`src/rtl/fir_fifo_reader.sv`:
```
// FIFO-fed sequential FIR: pops one sample, runs N_TAPS MAC cycles,
// then emits one saturated filtered sample with a one-cycle strobe.
module fir_fifo_reader #(
    parameter int N_TAPS     = 16,
    parameter int DATA_W     = 16,
    parameter int COEF_W     = 16,
    parameter int ACC_W      = 40,
    parameter int RD_LATENCY = 1,
    parameter int SHIFT      = 15
) (
    input  logic                      clk_i,
    input  logic                      rst_i,
    input  logic                      enable_i,
    input  logic                      empty_i,
    input  logic [DATA_W-1:0]         dato_i,
    output logic                      rd_en_o,
    input  logic                      coef_we_i,
    input  logic [$clog2(N_TAPS)-1:0] coef_addr_i,
    input  logic [COEF_W-1:0]         coef_i,
    output logic [DATA_W-1:0]         dato_o,
    output logic                      valid_o,
    output logic                      sat_o,
    output logic                      busy_o
);

    localparam int ADDR_W = $clog2(N_TAPS);
    localparam int PROD_W = DATA_W + COEF_W;
    localparam int WCNT_W = 2;

    typedef enum logic [2:0] {
        S_IDLE,
        S_READ,
        S_WAIT,
        S_SHIFT,
        S_MAC,
        S_OUT
    } state_t;

    state_t state_q, state_d;

    logic [ADDR_W-1:0] k_q, k_d;
    logic [WCNT_W-1:0] wcnt_q, wcnt_d;

    logic signed [DATA_W-1:0] x_q [N_TAPS];
    logic signed [DATA_W-1:0] x_d [N_TAPS];
    logic signed [COEF_W-1:0] c_q [N_TAPS];
    logic signed [COEF_W-1:0] c_d [N_TAPS];

    logic signed [ACC_W-1:0] acc_q, acc_d;

    logic [DATA_W-1:0] dato_q, dato_d;
    logic              valid_q, valid_d;
    logic              sat_q, sat_d;

    logic signed [PROD_W-1:0] prod;
    logic signed [ACC_W-1:0]  mac_sum;
    logic signed [ACC_W-1:0]  shifted;
    logic                     last_tap;
    logic                     fits;
    logic [DATA_W-1:0]        sat_val;

    assign prod     = x_q[k_q] * c_q[k_q];
    assign mac_sum  = acc_q + ACC_W'(prod);
    assign shifted  = mac_sum >>> SHIFT;
    assign last_tap = (k_q == ADDR_W'(N_TAPS - 1));

    // Result fits when every bit above the output sign bit matches it.
    assign fits = (&shifted[ACC_W-1:DATA_W-1]) |
                  (~|shifted[ACC_W-1:DATA_W-1]);

    always_comb begin
        sat_val = shifted[DATA_W-1:0];
        if (!fits) begin
            if (shifted[ACC_W-1]) begin
                sat_val = {1'b1, {(DATA_W-1){1'b0}}};
            end else begin
                sat_val = {1'b0, {(DATA_W-1){1'b1}}};
            end
        end
    end

    always_comb begin
        state_d = state_q;
        k_d     = k_q;
        wcnt_d  = wcnt_q;
        x_d     = x_q;
        c_d     = c_q;
        acc_d   = acc_q;
        dato_d  = dato_q;
        valid_d = 1'b0;
        sat_d   = 1'b0;

        if ((state_q == S_IDLE) && coef_we_i) begin
            c_d[coef_addr_i] = coef_i;
        end

        unique case (state_q)
            S_IDLE: begin
                if (enable_i && !empty_i) begin
                    state_d = S_READ;
                end
            end
            S_READ: begin
                wcnt_d  = '0;
                state_d = (RD_LATENCY == 1) ? S_SHIFT : S_WAIT;
            end
            S_WAIT: begin
                if (wcnt_q == WCNT_W'(RD_LATENCY - 2)) begin
                    state_d = S_SHIFT;
                end else begin
                    wcnt_d = wcnt_q + 1'b1;
                end
            end
            S_SHIFT: begin
                for (int i = N_TAPS - 1; i > 0; i--) begin
                    x_d[i] = x_q[i-1];
                end
                x_d[0]  = dato_i;
                acc_d   = '0;
                k_d     = '0;
                state_d = S_MAC;
            end
            S_MAC: begin
                acc_d = mac_sum;
                k_d   = k_q + 1'b1;
                // Result registers on the final MAC edge so dato_o is
                // already valid during the OUT strobe cycle.
                if (last_tap) begin
                    dato_d  = sat_val;
                    valid_d = 1'b1;
                    sat_d   = ~fits;
                    state_d = S_OUT;
                end
            end
            S_OUT: begin
                state_d = S_IDLE;
            end
            default: begin
                state_d = S_IDLE;
            end
        endcase
    end

    always_ff @(posedge clk_i) begin
        if (!rst_i) begin
            state_q <= S_IDLE;
            k_q     <= '0;
            wcnt_q  <= '0;
            acc_q   <= '0;
            dato_q  <= '0;
            valid_q <= 1'b0;
            sat_q   <= 1'b0;
            for (int i = 0; i < N_TAPS; i++) begin
                x_q[i] <= '0;
                c_q[i] <= '0;
            end
        end else begin
            state_q <= state_d;
            k_q     <= k_d;
            wcnt_q  <= wcnt_d;
            acc_q   <= acc_d;
            dato_q  <= dato_d;
            valid_q <= valid_d;
            sat_q   <= sat_d;
            x_q     <= x_d;
            c_q     <= c_d;
        end
    end

    assign rd_en_o = (state_q == S_READ);
    assign busy_o  = (state_q != S_IDLE);
    assign dato_o  = dato_q;
    assign valid_o = valid_q;
    assign sat_o   = sat_q;

endmodule

```
`config.mk`:
```
export PLATFORM = sky130hd
export DESIGN_NAME = fir_fifo_reader
export DESIGN_NICKNAME = d
export VERILOG_FILES = /design/src/rtl/fir_fifo_reader.sv
export SDC_FILE = /design/constraint.sdc
export NUM_CORES = 2
export LEC_CHECK = 0
export ABC_AREA = 1
export CAP_MARGIN = 20
export CORE_UTILIZATION = 55
export CTS_BUF_LIST = sky130_fd_sc_hd__clkbuf_16
export DETAILED_ROUTE_END_ITERATION = 8
export PLACE_DENSITY = 0.8
export SETUP_SLACK_MARGIN = 0.02
export SLEW_MARGIN = 25
export SYNTH_ARGS = -nofsm -noshare
export SYNTH_HDL_FRONTEND = slang
export SYNTH_SLANG_ARGS = --single-unit
export TNS_END_PERCENT = 10
```
`constraint.sdc`:
```
create_clock -name clk_i -period 14.8 [get_ports clk_i]
set_input_delay 1.48 -clock clk_i [delete_from_list [all_inputs] [get_ports clk_i]]
set_output_delay 1.48 -clock clk_i [all_outputs]
set_load 0.005 [all_outputs]
```
==> metrics.md <==
| Metric | Value |
|---|---|
| Relative slew slack | `between 30% and 40%` |
| Number of flops mapped to enable cells by yosys | `0` |
| Maxcap violations | `0` |
| Worst slew pin tran | `just over 1000 ps` |
| Post-CTS Hold Fix Bufs | `0` |
| Setup bufs post-CTS | `0` |
| Power Total | `between 4 and 5 mW` |
| Setup ws final | `between 4000 and 5000 ps` |
| Drt initial violations | `3722` |
| Period minus WS final | `between 10000 and 15000 ps` |
| Die width | `roughly 260 microns` |
| # nets final | `between 5000 and 6000` |
| Critical Path AT | `between 10000 and 15000 ps` |
| Synth unique cells | `43` |
| Post-Syn Instances | `approximately 5300` |
| Placed cells | `5908` |
| TritonCTS clock tree | `done` |
| Layout cell share with drive strength beyond 1 | `under 10%` |
| DR vias | `34200` |
| Place WS | `4630 ps` |
| Vias in the first global route | `around 33000` |
| Detailed placement HPWL | `approximately 67000 microns` |
| Main combinational cell family by area after synthesis | `simple AND/OR/NAND/NOR gates` |
| Cts repair resizes | `0` |
| GRT Util Overall | `around 30%` |
| Mapped Nets | `~5800` |
| Ys flop type | `dfxtp_1` |
| Grt ovf | `0` |
| Die Y | `around 260 microns` |
| Row cnt | `95` |
| Clock sink total | `roughly 580` |
| ANT cells | `0` |
| Reg clk slew, reported paths | `~70 ps` |
| Antenna violations before repair | `2` |
| Htree depth | `2` |
| Worst Hold Path EP | `c_q[144]$_SDFFE_PN0P_` |
| RR Startpoint | `k_q[1]$_SDFFE_PN0P_` |
| Worst hold path depth | `2` |
| Crit-path max FO | `70` |
| Total wire length | `103000 microns` |
| Vias per std cell | `~5.7` |
| Fin util | `about 60%` |
| Cell type group with the largest total delay on the critical path | `adder cells` |
| P per Cell Area | `about 100 mW/mm^2` |
| Starting Density | `56.1%` |
| Crit path launch type | `register` |
| CP required | `~15000 ps` |
| Clock Tree Buf Depth | `3` |
| CTS root buf | `clkbuf_16` |
| Global-route wire length before repair | `around 170000 microns` |
| Drt wl/cell | `17.1 microns` |
| Cell Area, Synth | `about 0.038 sq mm` |
| Mux cell area share after synthesis | `0%` |
| Leak | `around 21 nW` |
| Remaining routing DRC violations | `0` |
| Compound-Gate Fraction of Synth Area | `15.8%` |
| Max Slew Vio Count | `0` |
| Core Box Area | `0.0676 sq mm` |
| Final Cycle Share | `69.7%` |
| Cell type with the largest total area after synthesis | `dfxtp_1` |
| Bufs and invs on worst path | `8` |
| Final setup vio count | `0` |
| Num CTS Buffers | `59` |
| Register area share after synthesis | `a little under a third` |
| Peak Freq | `between 0.09 and 0.1 GHz` |
| Synthesized area per cell | `a little over 7 sq um` |
| I/O pins | `61` |
| Detailed Routing Iterations Pass 1 | `8` |
| Setup crit end kind | `register` |
| Area share of the largest cell type after synthesis | `30.6%` |
| Outcome | `finished, final reports clean` |
| Hold path start | `c_q[144]$_SDFFE_PN0P_` |
| Seq cells post-synth | `579` |
| RSZ-0062 raised after global routing | `no` |
| Largest net degree at the start of global routing | `around 290` |
| Reg2Reg Setup Slack | `between 4000 and 5000 ps` |
| Post-DRT Antenna Nets | `0` |
| Synth Area in XOR/XNOR | `0.462%` |
| Post-route insts no fill | `~6000` |
| CP max stage delay | `about 850 ps` |
| Critical path type | `reg2reg` |
| Main area contributors after synthesis | `dfxtp_1 31%, fa_1 17%, nor2_1 13%` |
| Post-synth ARST share | `0%` |
| YS warnings | `0` |
| Area delta synth->final | `7.21%` |
| FILL cells | `approximately 6000` |
| CP max-delay cell | `fa_1` |
| Setup Skew | `roughly 35 ps` |
| Synth Area in Simple Gates | `a little over a fifth` |
| Total negative slack | `0 ps` |
| Clock Latency Late Sink | `about 640 ps` |
| R2R Path End | `dato_o[6]$_SDFFE_PN0P_` |
| PortBufs | `60` |
| Die ar. | `~0.07 sq mm` |
| Final Hold Vio Count | `0` |
| Maximum VDD drop | `0.101 mV` |
| R2R cell count | `33` |
| Crit path from | `k_q[1]$_SDFFE_PN0P_` |
| Synth Area in Adders | `about a fifth` |
| Hold Path Class | `reg2reg` |
| Gpl congestion | `0.940` |
[layout make-up]
class / count / area (sq um) / area share (%)
multi-input cells: 3672 / 22400 / 55.2
flip-flops and latches: 579 / 11600 / 28.5
inverters: 685 / 2590 / 6.36
clock buffers: 60 / 1500 / 3.69
well taps: 873 / 1090 / 2.69
repair buffers: 99 / 911 / 2.24
clock inverters: 52 / 536 / 1.32
[report_power, final]
| group | switching, mW | internal (mW) | total (mW) |
|---|---|---|---|
| Combinational | 0.572 | 0.235 | 0.807 |
| Sequential | 0.0720 | 1.67 | 1.74 |
| Clock | 0.674 | 0.899 | 1.57 |
[sequential cells by signal (all words and copies together), names as in the netlist]
signal / count
k_q: 4
sat_o: 1
valid_o: 1
dato_o: 16
state_q: 3
c_q: 256
wcnt_q: 2
acc_q: 40
x_q: 256
[cells in the final DEF, fill, tap and decap left out, types with 7 or more instances in the layout]
master and instances:
nand2_1 651, o21ai_0 790, clkinv_2 10, bufinv_16 9
buf_4 38, xnor2_1 10, or2_2 7, nand2_2 7
xor2_1 10, clkbuf_16 60, o211ai_1 32, dfxtp_1 575
nand3_1 91, inv_2 11, nor2_1 1326, nor3_1 9
inv_1 665, fa_1 330, clkinv_1 26, o22ai_1 33
o221ai_1 88, a21oi_1 114, nor2_2 8, ha_1 117
clkdlybuf4s50_1 59
[layer usage]
layer  global-route usage (%)  vias up  share of wire, %
met4                     12.3        0               3.9
met1                     40.5    16300                42
met2                     47.5     1464                46
met5                        0        -                 0
met3                     4.14      255               8.3
li1                         -    16100                 -
[how the worst max path moves through the flow]
stage                                        end  slack (ps)  cells after the start
final                     dato_o[6]$_SDFFE_PN0P_        4480                     33
after detailed placement  dato_o[1]$_SDFFE_PN0P_        4630                     33
after global placement    dato_o[5]$_SDFFE_PN0P_        4780                     33
after floorplan           dato_o[5]$_SDFFE_PN0P_        7030                     38
after CTS                 dato_o[6]$_SDFFE_PN0P_        4600                     33
after global routing      dato_o[6]$_SDFFE_PN0P_        3760                     33
[per-stage QoR]
step                      area [sq um]  hold WS [ps]
after CTS                        40700           456
after global placement           38600           442
final                            40700           454
after global routing             40700           475
after detailed placement         38600           446
after floorplan                  37900           429
[synth_stat cells, types with 33 or more instances]
cell      instances
fa_1            330
inv_1           657
a21oi_1         114
o21ai_0         790
dfxtp_1         579
nor2_1         1326
clkbuf_1        248
buf_2            46
o221ai_1         88
ha_1            117
nand3_1          91
nand2_1         651
o22ai_1          33
[tightest hold or removal path: stages, from the launching register on]
cell and delay [ps]:
dfxtp_1 300, inv_1 60, a21oi_1 50
[kinds of logic after synthesis]
kind of cell / count (synthesis)
AOI/OAI and AO/OA: 1088
xor gates and xnor gates: 20
adders and majority gates: 447
buffers and inverters: 1016
DFF: 579
and+or+nand+nor: 2117
No activity file was read; power rests on OpenSTA's default activity.
